File: config.mk
export PLATFORM = sky130hd
export DESIGN_NAME = mem_port_arbiter
export DESIGN_NICKNAME = d
export VERILOG_FILES = /design/src/rtl/mem_arb_pkg.sv /design/src/rtl/mem_arb_tag_pipe.sv /design/src/rtl/mem_port_arbiter.sv
export SDC_FILE = /design/constraint.sdc
export NUM_CORES = 1
export LEC_CHECK = 0
export CAP_MARGIN = 20
export CELL_PAD_IN_SITES_DETAIL_PLACEMENT = 0
export CELL_PAD_IN_SITES_GLOBAL_PLACEMENT = 2
export CORE_MARGIN = 2
export CORE_UTILIZATION = 18
export DETAILED_ROUTE_END_ITERATION = 6
export GPL_ROUTABILITY_DRIVEN = 0
export PLACE_DENSITY_LB_ADDON = 0.1
export SLEW_MARGIN = 20
export SYNTH_ARGS = -nofsm -noshare
export SYNTH_HDL_FRONTEND = slang
export SYNTH_HIERARCHICAL = 1
export SYNTH_SLANG_ARGS = --single-unit
File: constraint.sdc
create_clock -name clk -period 2 [get_ports clk]
set_input_delay 0.2 -clock clk [delete_from_list [all_inputs] [get_ports clk]]
set_output_delay 0.2 -clock clk [all_outputs]
set_load 0.05 [all_outputs]
File: src/rtl/mem_arb_pkg.sv
// Shared types for the instruction/data RAM port arbiter: owner tags, FSM states and the registered request.
package mem_arb_pkg;

  localparam int MEM_ADDR_W = 16;
  localparam int MEM_DATA_W = 32;

  typedef enum logic [1:0] {
    OWN_NONE = 2'd0,
    OWN_IF   = 2'd1,
    OWN_DM   = 2'd2
  } mem_owner_t;

  typedef enum logic {
    S_RUN  = 1'b0,
    S_TURN = 1'b1
  } arb_state_t;

  typedef struct packed {
    logic                  we;
    logic [MEM_ADDR_W-1:0] addr;
    logic [MEM_DATA_W-1:0] wdata;
  } mem_req_t;

endpackage

File: src/rtl/mem_arb_tag_pipe.sv
// Owner-tag shift register tracking which requester each in-flight RAM read belongs to.
// A flush retags every in-flight fetch slot as OWN_NONE while the incoming tag is kept.
module mem_arb_tag_pipe
  import mem_arb_pkg::*;
#(
  parameter int DEPTH = 2
) (
  input  logic       clk,
  input  logic       reset_n,
  input  logic       flush,
  input  mem_owner_t tag_in,
  output mem_owner_t head
);

  mem_owner_t slot [DEPTH];

  always_ff @(posedge clk or negedge reset_n) begin
    if (!reset_n) begin
      for (int i = 0; i < DEPTH; i++) slot[i] <= OWN_NONE;
    end else begin
      slot[0] <= tag_in;
      for (int i = 1; i < DEPTH; i++)
        slot[i] <= (flush && slot[i-1] == OWN_IF) ? OWN_NONE : slot[i-1];
    end
  end

  assign head = slot[DEPTH-1];

endmodule

File: src/rtl/mem_port_arbiter.sv
// Shares one synchronous RAM port between instruction fetch and the MEM stage; data accesses win.
// Optional fetch starvation guard enabled by defining MEM_ARB_STARVE_GUARD_EN.
module mem_port_arbiter
  import mem_arb_pkg::*;
#(
  parameter int ADDR_W     = MEM_ADDR_W,
  parameter int DATA_W     = MEM_DATA_W,
  parameter int RAM_LAT    = 1,
  parameter int WR_BUBBLE  = 1,
  parameter int STARVE_MAX = 4
) (
  input  logic              clk,
  input  logic              reset_n,
  input  logic              if_req_valid,
  input  logic [ADDR_W-1:0] if_req_addr,
  output logic              if_req_ready,
  input  logic              if_flush,
  output logic              if_rsp_valid,
  output logic [DATA_W-1:0] if_rsp_data,
  input  logic              dm_req_valid,
  input  logic              dm_req_we,
  input  logic [ADDR_W-1:0] dm_req_addr,
  input  logic [DATA_W-1:0] dm_req_wdata,
  output logic              dm_req_ready,
  output logic              dm_rsp_valid,
  output logic [DATA_W-1:0] dm_rsp_data,
  output logic [ADDR_W-1:0] ram_addr,
  output logic              ram_we,
  output logic [DATA_W-1:0] ram_wdata,
  input  logic [DATA_W-1:0] ram_rd_data,
  output logic              fetch_stall
);

  arb_state_t state, state_nxt;
  mem_req_t   req_nxt;
  mem_owner_t tag_in, head;
  logic       force_if;

`ifdef MEM_ARB_STARVE_GUARD_EN
  localparam logic [2:0] STARVE_LIM = 3'(STARVE_MAX);
  logic [2:0] streak;

  assign force_if = (streak >= STARVE_LIM);

  // Counts data grants that overtook a waiting fetch; saturates at 7.
  always_ff @(posedge clk or negedge reset_n) begin
    if (!reset_n)                        streak <= '0;
    else if (!if_req_valid || if_req_ready) streak <= '0;
    else if (dm_req_ready && streak != 3'd7) streak <= streak + 3'd1;
  end
`else
  assign force_if = 1'b0;
`endif

  always_comb begin
    if_req_ready  = 1'b0;
    dm_req_ready  = 1'b0;
    state_nxt     = state;
    req_nxt.we    = 1'b0;
    req_nxt.addr  = ram_addr;
    req_nxt.wdata = ram_wdata;
    tag_in        = OWN_NONE;
    case (state)
      S_RUN: begin
        if (dm_req_valid && !(force_if && if_req_valid)) begin
          dm_req_ready  = 1'b1;
          req_nxt.we    = dm_req_we;
          req_nxt.addr  = dm_req_addr;
          req_nxt.wdata = dm_req_wdata;
          tag_in        = dm_req_we ? OWN_NONE : OWN_DM;
          if (dm_req_we && WR_BUBBLE != 0) state_nxt = S_TURN;
        end else if (if_req_valid) begin
          if_req_ready = 1'b1;
          req_nxt.addr = if_req_addr;
          tag_in       = OWN_IF;
        end
      end
      default: state_nxt = S_RUN;
    endcase
  end

  always_ff @(posedge clk or negedge reset_n) begin
    if (!reset_n) begin
      state     <= S_RUN;
      ram_addr  <= '0;
      ram_we    <= 1'b0;
      ram_wdata <= '0;
    end else begin
      state     <= state_nxt;
      ram_addr  <= req_nxt.addr;
      ram_we    <= req_nxt.we;
      ram_wdata <= req_nxt.wdata;
    end
  end

  // Tag reaches the pipe head in the cycle the RAM presents its read data.
  mem_arb_tag_pipe #(.DEPTH(RAM_LAT + 1)) u_tag_pipe (
    .clk     (clk),
    .reset_n (reset_n),
    .flush   (if_flush),
    .tag_in  (tag_in),
    .head    (head)
  );

  assign if_rsp_valid = (head == OWN_IF) && !if_flush;
  assign dm_rsp_valid = (head == OWN_DM);
  assign if_rsp_data  = ram_rd_data;
  assign dm_rsp_data  = ram_rd_data;
  assign fetch_stall  = if_req_valid && !if_req_ready;

endmodule

== Word-level counts from Yosys, hierarchy flattened ==
Cells that the tools add are included.

* Word-level logic and storage cells: 36
* Register bits after elaboration: 54
* Input bits: 102
* Output and inout bits: 118

* Bitwise logic cells: 1
* Equality and inequality tests: 3
* Reduce and logical (&&, ||, !) cells: 8
* Multiplexer cells: 18

{| class="wikitable"
|+ Operator list
! cell !! count
|-
| $mux W49 || 1
|-
| $mux W16 || 2
|-
| $mux W32 || 1
|-
| $mux W1 || 10
|-
| $mux W2 || 4
|-
| $eq A2 B1 Y1 const B || 2
|-
| $reduce_and A2 Y1 || 2
|-
| $logic_and A1 B1 Y1 || 3
|-
| $eq A2 B2 Y1 const B || 1
|-
| $logic_not A1 Y1 || 2
|-
| $reduce_bool A2 Y1 || 1
|-
| $not A1 Y1 || 1
|}

== Longest topological paths before layout ==
* Depth in word-level cells: 5
* Mapped depth: 7
* Depth with buffers taken out: 4

== By module ==
The synthesis kept the hierarchy.

{| class="wikitable"
|+ Modules (own cells, without submodules)
! module !! times used !! area each (µm²) !! sequential area each (µm²) !! cells an instance
|-
| mem_port_arbiter || 1 || 2563.7 || 1226.2 || 284
|-
| mem_arb_tag_pipe || 1 || 130.1 || 100.1 || 9
|}

== Least setup slack after synthesis ==
No wires, ideal clock.

* Kind: flip-flop to flip-flop
* Start: register, netlist name ram_we
* End: register u_tag_pipe/slot[2] (netlist name)
* Setup slack: 0.068 ns
* Cell stages (with the launch flop): 5
* Data arrival time: 1.729 ns
* Clock period less this slack: 1.932 ns
* Buffers on the path: 2
* Required time: 1.797 ns
* Setup time: 0.203 ns
* Path through: dfrtp_1 -> nand2b_1 -> buf_6 -> buf_6 -> nor2_1

{| class="wikitable"
|+ RTL lines
! item !! line !! text
|-
| end signal: indexed assignment || mem_arb_tag_pipe.sv:23 || <nowiki>slot[i] <= (flush && slot[i-1] == OWN_IF) ? OWN_NONE : slot[i-1];</nowiki>
|-
| end: declaration || mem_arb_tag_pipe.sv:15 || <nowiki>mem_owner_t slot [DEPTH];</nowiki>
|}

== Final worst setup path ==
* Start: register ram_we
* End: output port ram_we

{| class="wikitable"
|+ RTL lines
! item !! line !! text
|-
| start: declaration || mem_port_arbiter.sv:28 || <nowiki>output logic ram_we,</nowiki>
|-
| start signal: assignment || mem_port_arbiter.sv:91 || <nowiki>ram_we <= req_nxt.we;</nowiki>
|}

No word-level cell between the ends.

==> flow_summary.ini <==
[routing]
ant_nets = 0
drt_iter0_drc = 47
via_per_inst = 3.837
via_count = 2053
routedWlPerCell_um = 15.51
dr.pass1.iters = 4
route.detailed.drc = 0
finalWirelength_um = 8300

[flow_run]
maxCapViolCount = 0

[grt]
overflow = 0
grt_pass1_vias = 2153
antenna_found_initial = 0
grt_pass1_wl_um = 12810
grt_max_degree = 23
grt_usage_pct = 10.52

[critical_path]
worstPathArrival_ns = 1.61
crit_fanout = 5
r2r_slack_ns = 0.45
cpPeakStageDelay_ns = 0.87
cpMaxStageDelayCell = clkdlybuf4s50_1
rr_worst_depth = 4
critPathRequiredTime_ns = 1.80
path_class = register to output pin
critPathBufInv = 1
critPathCaptureType = output pin
start_kind = register
reg2reg_from = ram_we
path_delay_family = buffers and inverters
path_cells = clkdlybuf4s50_1
r2r_end = ram_addr[12]

[sta]
period_minus_slack_ns = 1.813
hold_viol_final = 0
finalSetupViolations = 0
timing.hold.ws_ns = 0.3742
slew_viol_final = 0
grt_setup_unrepaired = false
skew_ns = 0.006123
post-route-period-util_pct = 90.64
timing.fmax_mhz = 551.7
slew_headroom_pct = 58.38
fin_tns_setup_ns = 0
tightest_slew_ns = 0.6243

[synthesis]
synth_compound_area_share_pct = 9.475
synth_top_family_by_area = buffers and inverters
synthMuxAreaShare_pct = 0
ys_top_cells_by_area = dfrtp_1 49%, buf_4 20%, nand2_1 13%
yosys.area_share.simple_pct = 17.42
synth_top_area_share_pct = 49.23
synthCells = 293
syn-cell-area_um2 = 2694
avgSynthCellArea_um2 = 9.194
synth_xor_area_share_pct = 0
ys_seq_area_share_pct = 49.23
synth_seq_cells = 53
synth_fa_ha_area_share_pct = 0
syn_nets = 395
yosys_warnings = 6
synth_top_cell_by_area = dfrtp_1
yosysUniqueCellTypes = 20

[floorplanning]
core_um2 = 14590
die_h_um = 126.3
die_w_um = 126.3
pin_count = 220
dieArea_um2 = 15960
initial_core_util_pct = 18.46
rows = 44

[cts]
clock_latency_ns = 0.31
cts_root_buf = clkbuf_16
clockBufferDepth = 2
cts_tree = yes
cts_sinks = 53
cts_buffers = 5
cts_max_level = 2
clk_pin_slew_ns = 0.08

[place]
dp.cells = 526
placed_area_um2 = 3641
port_buffers = 123
dp_hpwl_um = 5863

[hold_path]
holdCritPathClass = primary input to asynchronous set/reset pin

[cells_and_area]
n_fill_cell = 1572
final_layout_size_suffix_gt1_share_pct = 7.123
nNetsFinal = 452
area_growth_pct = 40.92
finalNonFillerCells = 535
final_cell_area_um2 = 3796
diodes = 0

[power]
ir_worst_vdd_uv = 311.3
power.density_nw_per_um2 = 869.1
leakagePower_nw = 1.632

[outcome]
run_status = finished clean
## timing repair
| item | 4_1_cts | 5_1_grt |
|---|---|---|
| buffers inserted | 0 | 0 |
| hold buffers | 1 | 0 |
| gates resized for setup | 0 | 1 |
| setup endpoints to repair | 0 | 1 |
| endpoints found under the hold margin | 16 | 0 |
## stage by stage
step | power (mW) | setup slack (ns) | utilization [%]
after floorplan | 2.283 | 0.06817 | -
after global placement | 2.443 | 0.2533 | 24.96
after detailed placement | 2.440 | 0.2521 | 24.96
after CTS | 3.389 | 0.08212 | 26.00
after global routing | 3.493 | 0.07152 | 26.02
final | 3.299 | 0.1873 | 26.02
## layout by cell type, fill, tap and decap left out, types with 2 or more instances in the layout
cell	instances
clkbuf_16	5
buf_4	8
o32ai_1	16
dfrtp_1	53
nor2_1	17
buf_12	5
clkdlybuf4s50_1	118
o22ai_1	16
inv_1	2
nand2_1	96
clkinv_2	2
## area by class of cell
class	instances	area, µm²	share of cell area (%)
clock buffer	5	125.1	3.296
timing repair buffer	133	1356	35.73
sequential	53	1326	34.94
multi-input combinational	154	726.9	19.15
tap	184	230.2	6.065
inverter	3	13.76	0.3626
clock inverter	3	17.52	0.4614
## state kept, by name, summed over array words and instances (netlist names)
name / count
u_tag_pipe/head: 2
ram_wdata: 32
ram_addr: 16
ram_we: 1
u_tag_pipe/slot: 2
## cell families after synthesis
family | count (synthesis)
AOI/OAI and AO/OA | 34
and+or+nand+nor | 120
buffers and inverters | 86
DFF | 53
## metal layers
layer,wire length (µm),part of all wire (%),GRT usage [%]
met3,1106,13,6.622
met5,0,0,0
met2,3529,43,15.12
met4,188,2.3,3.749
met1,3476,42,12.78
## worst max-delay path by stage
stage / startpoint / to / slack, ns / cells past startpoint
floorplan: ram_we / u_tag_pipe/slot[2] / 0.07 / 4
global placement: dm_req_valid / ram_addr[0] / 0.25 / 4
detailed placement: if_req_valid / if_req_ready / 0.25 / 4
CTS: ram_we / if_req_ready / 0.08 / 3
global route: ram_we / if_req_ready / 0.07 / 3
finish: ram_we / ram_we / 0.19 / 1
## cells in the mapped netlist (all sizes together)
master  count
nand2      96
clkbuf      2
buf        81
inv         3
a21boi      1
and2        1
nand2b      2
o21a        1
nor2       18
o22ai      16
dfrtp      53
nor3b       1
or2         1
o32ai      16
nor2b       1
## report_power, final
group          switching, mW  leakage [nW]  internal, mW
clock                  0.431        0.0696         0.461
combinational          0.703         0.926         0.428
sequential            0.0806         0.636          1.20
total                   1.21          1.63          2.09
(Power assumes the default switching activity.)
